$ cat src/rtl/difftest_step_scheduler_pkg.sv
// Shared types and helpers for the difftest step scheduler: FSM states,
// endpoint result codes and a saturating add used by the accumulators.
package difftest_sched_pkg;

    typedef enum logic [1:0] {
        ST_ACCUM = 2'd0,
        ST_ISSUE = 2'd1,
        ST_WAIT  = 2'd2,
        ST_HALT  = 2'd3
    } sched_state_e;

    localparam logic [7:0] SIMV_DONE = 8'h01;
    localparam logic [7:0] SIMV_FAIL = 8'h02;

    // Returns {clipped, sat(a + b)} where the result saturates at 2^w-1 (w <= 64).
    function automatic logic [64:0] sat_add(input logic [63:0] a,
                                            input logic [63:0] b,
                                            input int unsigned w);
        logic [63:0] mx;
        logic [64:0] s;
        if (w >= 32'd64) begin
            mx = {64{1'b1}};
        end else begin
            mx = (64'd1 << w) - 64'd1;
        end
        s = {1'b0, a} + {1'b0, b};
        if (s > {1'b0, mx}) begin
            return {1'b1, mx};
        end else begin
            return {1'b0, s[63:0]};
        end
    endfunction

endpackage

$ cat src/rtl/difftest_step_scheduler_sat_acc.sv
// Combinational saturating adder stage: next value of a W-bit accumulator
// plus an IN_W-bit increment, with a flag raised when the sum is clipped.
module difftest_sat_acc
    import difftest_sched_pkg::*;
#(
    parameter int unsigned W    = 16,
    parameter int unsigned IN_W = 8
) (
    input  logic [W-1:0]    acc,
    input  logic [IN_W-1:0] inc,
    output logic [W-1:0]    sum,
    output logic            clip
);

    logic [64:0] res_s;
    logic        unused_res_s;

    // Widen both operands to the helper's 64-bit domain and narrow back.
    always_comb begin
        res_s        = sat_add(64'(acc), 64'(inc), W);
        sum          = res_s[W-1:0];
        clip         = res_s[64];
        unused_res_s = ^res_s;
    end

endmodule

$ cat src/rtl/difftest_step_scheduler.sv
// Coalesces per-cycle commit counts into batched step requests for the
// difftest endpoint and latches the first non-zero check result.
module difftest_step_scheduler
    import difftest_sched_pkg::*;
#(
    parameter int unsigned STEP_W = 8,
    parameter int unsigned ACC_W  = 16,
    parameter int unsigned TMO_W  = 16
) (
    input  logic              clock,
    input  logic              reset,
    input  logic [STEP_W-1:0] step_in,
    input  logic [ACC_W-1:0]  cfg_batch,
    input  logic [TMO_W-1:0]  cfg_timeout,
    input  logic              flush,
    output logic              req_valid,
    output logic [ACC_W-1:0]  req_step,
    input  logic              req_ready,
    input  logic              resp_valid,
    input  logic [7:0]        resp_result,
    output logic [7:0]        result_out,
    output logic              busy,
    output logic              stall,
    output logic              ovf,
    output logic [63:0]       issued_total
);

    localparam logic [ACC_W-1:0] ACC_ONE   = {{(ACC_W-1){1'b0}}, 1'b1};
    localparam logic [ACC_W-1:0] STALL_LIM = {ACC_W{1'b1}} - ACC_W'({STEP_W{1'b1}});

    sched_state_e      state_q, state_d;
    logic [ACC_W-1:0]  acc_q, acc_d;
    logic [TMO_W-1:0]  idle_cnt_q, idle_cnt_d;
    logic              req_valid_q, req_valid_d;
    logic [ACC_W-1:0]  req_step_q, req_step_d;
    logic [7:0]        result_q, result_d;
    logic              ovf_q, ovf_d;
    logic [63:0]       issued_q, issued_d;

    logic [ACC_W-1:0]  sum_s;
    logic              sum_clip_s;
    logic [TMO_W-1:0]  idle_inc_s;
    logic              idle_clip_unused_s;
    logic [ACC_W-1:0]  bt_s;
    logic              launch_s;

    difftest_sat_acc #(.W(ACC_W), .IN_W(STEP_W)) u_acc_add (
        .acc  (acc_q),
        .inc  (step_in),
        .sum  (sum_s),
        .clip (sum_clip_s)
    );

    difftest_sat_acc #(.W(TMO_W), .IN_W(1)) u_idle_add (
        .acc  (idle_cnt_q),
        .inc  (1'b1),
        .sum  (idle_inc_s),
        .clip (idle_clip_unused_s)
    );

    // Launch decision: threshold, flush or idle timeout, never with an empty batch.
    always_comb begin
        bt_s     = (cfg_batch == {ACC_W{1'b0}}) ? ACC_ONE : cfg_batch;
        launch_s = (sum_s != {ACC_W{1'b0}}) &&
                   ((sum_s >= bt_s) || flush ||
                    ((cfg_timeout != {TMO_W{1'b0}}) && (idle_cnt_q >= cfg_timeout)));
    end

    // Next-state and datapath updates for the scheduler FSM.
    always_comb begin
        state_d     = state_q;
        acc_d       = acc_q;
        idle_cnt_d  = idle_cnt_q;
        req_valid_d = req_valid_q;
        req_step_d  = req_step_q;
        result_d    = result_q;
        issued_d    = issued_q;
        if ((state_q != ST_HALT) && sum_clip_s) begin
            ovf_d = 1'b1;
        end else begin
            ovf_d = ovf_q;
        end

        case (state_q)
            ST_ACCUM: begin
                if (launch_s) begin
                    req_step_d  = sum_s;
                    acc_d       = {ACC_W{1'b0}};
                    idle_cnt_d  = {TMO_W{1'b0}};
                    req_valid_d = 1'b1;
                    state_d     = ST_ISSUE;
                end else begin
                    acc_d      = sum_s;
                    idle_cnt_d = (sum_s != {ACC_W{1'b0}}) ? idle_inc_s : {TMO_W{1'b0}};
                end
            end
            ST_ISSUE: begin
                acc_d = sum_s;
                if (req_ready) begin
                    req_valid_d = 1'b0;
                    issued_d    = issued_q + 64'(req_step_q);
                    state_d     = ST_WAIT;
                end else begin
                    req_valid_d = 1'b1;
                end
            end
            ST_WAIT: begin
                acc_d = sum_s;
                if (resp_valid) begin
                    if (resp_result == 8'h00) begin
                        idle_cnt_d = {TMO_W{1'b0}};
                        state_d    = ST_ACCUM;
                    end else begin
                        result_d = resp_result;
                        state_d  = ST_HALT;
                    end
                end else begin
                    state_d = ST_WAIT;
                end
            end
            ST_HALT: begin
                req_valid_d = 1'b0;
                state_d     = ST_HALT;
            end
            default: begin
                req_valid_d = 1'b0;
                state_d     = ST_ACCUM;
            end
        endcase
    end

    // State and datapath registers.
    always_ff @(posedge clock or negedge reset) begin
        if (!reset) begin
            state_q     <= ST_ACCUM;
            acc_q       <= {ACC_W{1'b0}};
            idle_cnt_q  <= {TMO_W{1'b0}};
            req_valid_q <= 1'b0;
            req_step_q  <= {ACC_W{1'b0}};
            result_q    <= 8'h00;
            ovf_q       <= 1'b0;
            issued_q    <= 64'd0;
        end else begin
            state_q     <= state_d;
            acc_q       <= acc_d;
            idle_cnt_q  <= idle_cnt_d;
            req_valid_q <= req_valid_d;
            req_step_q  <= req_step_d;
            result_q    <= result_d;
            ovf_q       <= ovf_d;
            issued_q    <= issued_d;
        end
    end

    assign req_valid    = req_valid_q;
    assign req_step     = req_step_q;
    assign result_out   = result_q;
    assign ovf          = ovf_q;
    assign issued_total = issued_q;
    assign busy         = (state_q == ST_ISSUE) || (state_q == ST_WAIT);
    // Advisory back-pressure: one more maximal step could clip the accumulator.
    assign stall        = (acc_q > STALL_LIM);

endmodule

$ cat config.mk
export PLATFORM = sky130hd
export DESIGN_NAME = difftest_step_scheduler
export DESIGN_NICKNAME = d
export VERILOG_FILES = /design/src/rtl/difftest_step_scheduler_pkg.sv /design/src/rtl/difftest_step_scheduler_sat_acc.sv /design/src/rtl/difftest_step_scheduler.sv
export SDC_FILE = /design/constraint.sdc
export NUM_CORES = 1
export LEC_CHECK = 0
export ABC_AREA = 1
export CORE_MARGIN = 3
export CORE_UTILIZATION = 45
export DETAILED_ROUTE_END_ITERATION = 8
export PLACE_DENSITY = 0.69
export RECOVER_POWER = 100
export SLEW_MARGIN = 25
export SYNTH_ARGS = -nofsm -noshare
export SYNTH_HDL_FRONTEND = slang
export SYNTH_SLANG_ARGS = --single-unit
$ cat constraint.sdc
create_clock -name clock -period 4.16 [get_ports clock]
set_clock_uncertainty 0.1 [all_clocks]
set_input_delay 0.416 -clock clock [delete_from_list [all_inputs] [get_ports clock]]
set_output_delay 0.416 -clock clock [all_outputs]
set_load 0.01 [all_outputs]
==> flow_summary.toml <==
[run_status]
status = "finished with violations"
violations = "max-capacitance violations, max-slew violations"

[layout]
synth_to_layout_area_growth_pct = 25.42
insertedDiodeCount = 0
post_route_cells_drive_above_1_share_pct = 5.616
finish.net_count = 1582
final_area_mm2 = 0.01170

[pwr]
post_layout_power_mw = 6.392
peak_supply_drop_v = 0.0003786
swShare_pct = 41.56
power_frac_clock_pct = 25.1
leakage_power_nw = 6.045
p_seq_share_pct = 28.1
powerDensity_mw_per_mm2 = 546.2
p_sw_mw = 2.657
pwr-share-comb_pct = 46.8
internal_mw = 3.736

[critical_path]
library_cell_contributing_the_largest_single_delay_on_the_critical_path = "sky130_fd_sc_hd__clkdlybuf4s50_1"
worst-endpoint-arrival_ns = 3.91
worstPathMaxFanout = 17
path_class = "input port to register"
end_kind = "register"
timing.critical_path.slowest_cell_delay_ns = 0.46
crit_family = "simple AND/OR/NAND/NOR gates"
start_kind = "input port"
critical-path-top-cell-by-count = "sky130_fd_sc_hd__nand2_1"
critical_path.cell_chain = "clkdlybuf4s50_1 > ha_1 > inv_1 > fa_1 > inv_1 > nand3_1 > nand2_1 > nand3_1 > nand2_1 > nand3_1 > nand2_1 > nand2_1 > ha_1 > nand2_1 > inv_1 > nand3_1 > nor3_1 > nand2_1 > nand2_1 > nand2_4 > nor2_4 > o21ai_0"
sum_of_buffers_and_inverters_on_the_critical_path = 4
cp_data_required_time_ns = 4.35

[synthesis]
syn-mean-instance-area_um2 = 7.129
synth_nets = 1426
yosys_warnings = 0
syn_area_mm2 = 0.009331
edff_count_synth = 0
yosys_register_bits = 124
mapped_cells = 1309
ys_types = 47
synth_ff_type = "sky130_fd_sc_hd__dfrtp_1"
yosysSeqAreaShare_pct = 33.25
synth_async_reset_ratio_pct = 100.0

[clock_network]
numClockSinks = 124
clock_insertion_delay_worst_skew_ns = 0.42
holdBufCountCts = 0
clkTransAtPathRegs_ns = 0.05
post-cts-setup-buffer-count = 0
cts.path.max_buffers = 2
cts_repair_resize_count = 0
tritoncts_clock_tree = "yes"
ctsHtreeMaxLevel = 4
cts_root_buf = "sky130_fd_sc_hd__clkbuf_16"
cts-buffers-inserted = 17

[drt]
vias_per_cell = 5.246
drt_first_pass_iters = 6
ant_nets = 0
routed_wl_um = 27070
drt-initial-drc-count = 700
route.detailed.wl_per_inst_um = 15.49
detailroute.via_count = 9170
drcViolationCount = 0

[place]
gpl.final_weighted_congestion = 0.9347
placement_cell_area_mm2 = 0.01110
dp_hpwl_um = 21150
port_buffers = 144

[timing]
maxClockFrequency_ghz = 0.2685
final.period_utilization_pct = 89.54
report.final.setup_viol = 0
max_slew_margin_pct = -130.3
final_max_slew_viol_count = 61
rsz0062_at_grt = "false"
final-hold-violation-count = 0
final.min_clock_period_ns = 3.725
finalSetupTns_ns = 0
tightest_slew_ns = 3.454

[floorplan]
top_level_ports = 145
start_util_pct = 45.97
floorplan.rows = 52
die_area_mm2 = 0.02250
chipHeight_um = 150
chipWidth_um = 150
core_area_mm2 = 0.02030

[run]
cap_viol_max_count = 1

[global_routing]
antenna_found_initial = 0
groute.usage.overall_pct = 24.71
vias_in_the_first_global_route = 8896
grt_max_degree = 65
grt.overflow.total = 0
grt_pass1_wl_um = 44330

[min_path]
hp-class = "register to register"
-- Yosys cell counts, drive strengths merged, types with 3 or more instances --
cell    count  area, um2
nor4       27      168.9
xnor2      20      175.2
dfrtp     124       3103
nand4      45      287.8
nor2      102      437.9
a21oi      36      180.2
nand2     379       1455
buf        10      93.83
nand3     115      605.6
o21ai      62      321.6
a21o        4      30.03
clkbuf     11      41.29
nor3       25      125.1
ha         62      775.7
inv       196      735.7
nor3b       3      22.52
o21bai      3      22.52
mux2        8      90.09
a21boi      3      22.52
xor2       47      411.6
nand3b     10      78.82
-- layout by cell type, fill, tap and decap left out, types with 4 or more instances in the layout --
| cell | instances |
|---|---|
| sky130_fd_sc_hd__clkdlybuf4s50_1 | 51 |
| sky130_fd_sc_hd__nand3_2 | 6 |
| sky130_fd_sc_hd__nor2_4 | 4 |
| sky130_fd_sc_hd__dfrtp_1 | 124 |
| sky130_fd_sc_hd__clkbuf_16 | 17 |
| sky130_fd_sc_hd__clkbuf_1 | 4 |
| sky130_fd_sc_hd__nor2_2 | 5 |
| sky130_fd_sc_hd__xor2_1 | 47 |
| sky130_fd_sc_hd__nor2_1 | 93 |
| sky130_fd_sc_hd__o21ai_0 | 54 |
| sky130_fd_sc_hd__buf_4 | 11 |
| sky130_fd_sc_hd__nand2_2 | 5 |
| sky130_fd_sc_hd__o21ai_1 | 8 |
| sky130_fd_sc_hd__nand3b_1 | 9 |
| sky130_fd_sc_hd__nor3_1 | 25 |
| sky130_fd_sc_hd__mux2_2 | 8 |
| sky130_fd_sc_hd__dlygate4sd3_1 | 92 |
| sky130_fd_sc_hd__ha_1 | 62 |
| sky130_fd_sc_hd__a21oi_1 | 36 |
| sky130_fd_sc_hd__inv_1 | 190 |
| sky130_fd_sc_hd__a21o_1 | 4 |
| sky130_fd_sc_hd__inv_2 | 6 |
| sky130_fd_sc_hd__nand3_1 | 109 |
| sky130_fd_sc_hd__xnor2_1 | 20 |
| sky130_fd_sc_hd__nor4_1 | 27 |
| sky130_fd_sc_hd__nand4_1 | 44 |
| sky130_fd_sc_hd__nand2_1 | 372 |
| sky130_fd_sc_hd__bufinv_16 | 4 |
-- flip-flops by register name, indices dropped and copies added (netlist names) --
register and flops:
result_out 8, state_q 2, req_step 16, issued_total 64, ovf 1, idle_cnt_q 16, acc_q 16, req_valid 1
-- logic make-up (layout without fill, tap and decap cells) --
| kind of cell | Yosys count | count (layout) | synth area share (%) |
|---|---|---|---|
| mux | 8 | 8 | 0.9654 |
| flops | 124 | 124 | 33.25 |
| simple gates | 713 | 713 | 34.59 |
| compound gates | 114 | 114 | 6.745 |
| buf+inv | 219 | 388 | 9.413 |
| xor+xnor | 67 | 67 | 6.289 |
| fa+ha+maj | 64 | 64 | 8.742 |
-- per-stage QoR --
stage	instances	hold slack [ns]	setup slack [ns]	utilization, %
detailed placement	1716	0.3692	0.1201	54.70
finish	1748	0.3875	0.4352	57.66
CTS	1748	0.008278	0.5316	57.83
global route	1748	0.4129	0.04564	57.66
global placement	1716	0.3695	0.1721	54.70
floorplan	1309	0.02041	0.6249	-
-- cell type report --
type	instances	area, um2
multi-input combinational	966	5321
sequential	124	3103
fill	1967	8596
tap	270	337.8
inverter	198	743.2
timing repair buffer	158	1562
clock inverter	10	162.7
clock buffer	22	474.2
-- worst register-to-register path: stages (launching register included) --
cell	delay, ns
sky130_fd_sc_hd__dfrtp_1	0.39
sky130_fd_sc_hd__ha_1	0.19
sky130_fd_sc_hd__inv_1	0.06
sky130_fd_sc_hd__fa_1	0.39
sky130_fd_sc_hd__nor2_1	0.11
sky130_fd_sc_hd__inv_1	0.07
sky130_fd_sc_hd__o21a_4	0.21
sky130_fd_sc_hd__o21ai_0	0.58
sky130_fd_sc_hd__nand2_1	0.15
sky130_fd_sc_hd__nand2_1	0.19
sky130_fd_sc_hd__a21oi_1	0.14
sky130_fd_sc_hd__nor2_1	0.49
sky130_fd_sc_hd__nand3_1	0.24
sky130_fd_sc_hd__o21ai_0	0.21
sky130_fd_sc_hd__nand2_1	0.07
-- final timing paths --
path,startpoint,end,slack [ns],cells past startpoint
setup / recovery,step_in[0],req_step[1],0.44,22
hold / removal,issued_total[43],issued_total[43],0.39,1
setup reg to reg,req_step[0],issued_total[30],0.47,14
max in group asynchronous,reset,issued_total[5],0.95,1
hold reg to reg,issued_total[43],issued_total[43],0.39,1
min in group asynchronous,reset,idle_cnt_q[3],1.05,1
-- routing by layer --
metal	up-vias	global-route usage (%)	part of all wire (%)
li1	4581	-	-
met3	47	7.056	7.8
met1	4217	33.71	46
met5	-	0	0
met2	325	38.14	44
met4	0	7.502	2.3
-- power groups by stage --
stage	combinational, mW	clock (mW)	sequential, mW
after floorplan	1.84	0	1.80
after global placement	3.00	0	1.82
after detailed placement	3.05	0	1.81
after CTS	3.08	1.62	1.80
after global routing	3.36	1.68	1.83
final	2.99	1.61	1.80
No activity file was read; power rests on OpenSTA's default activity.
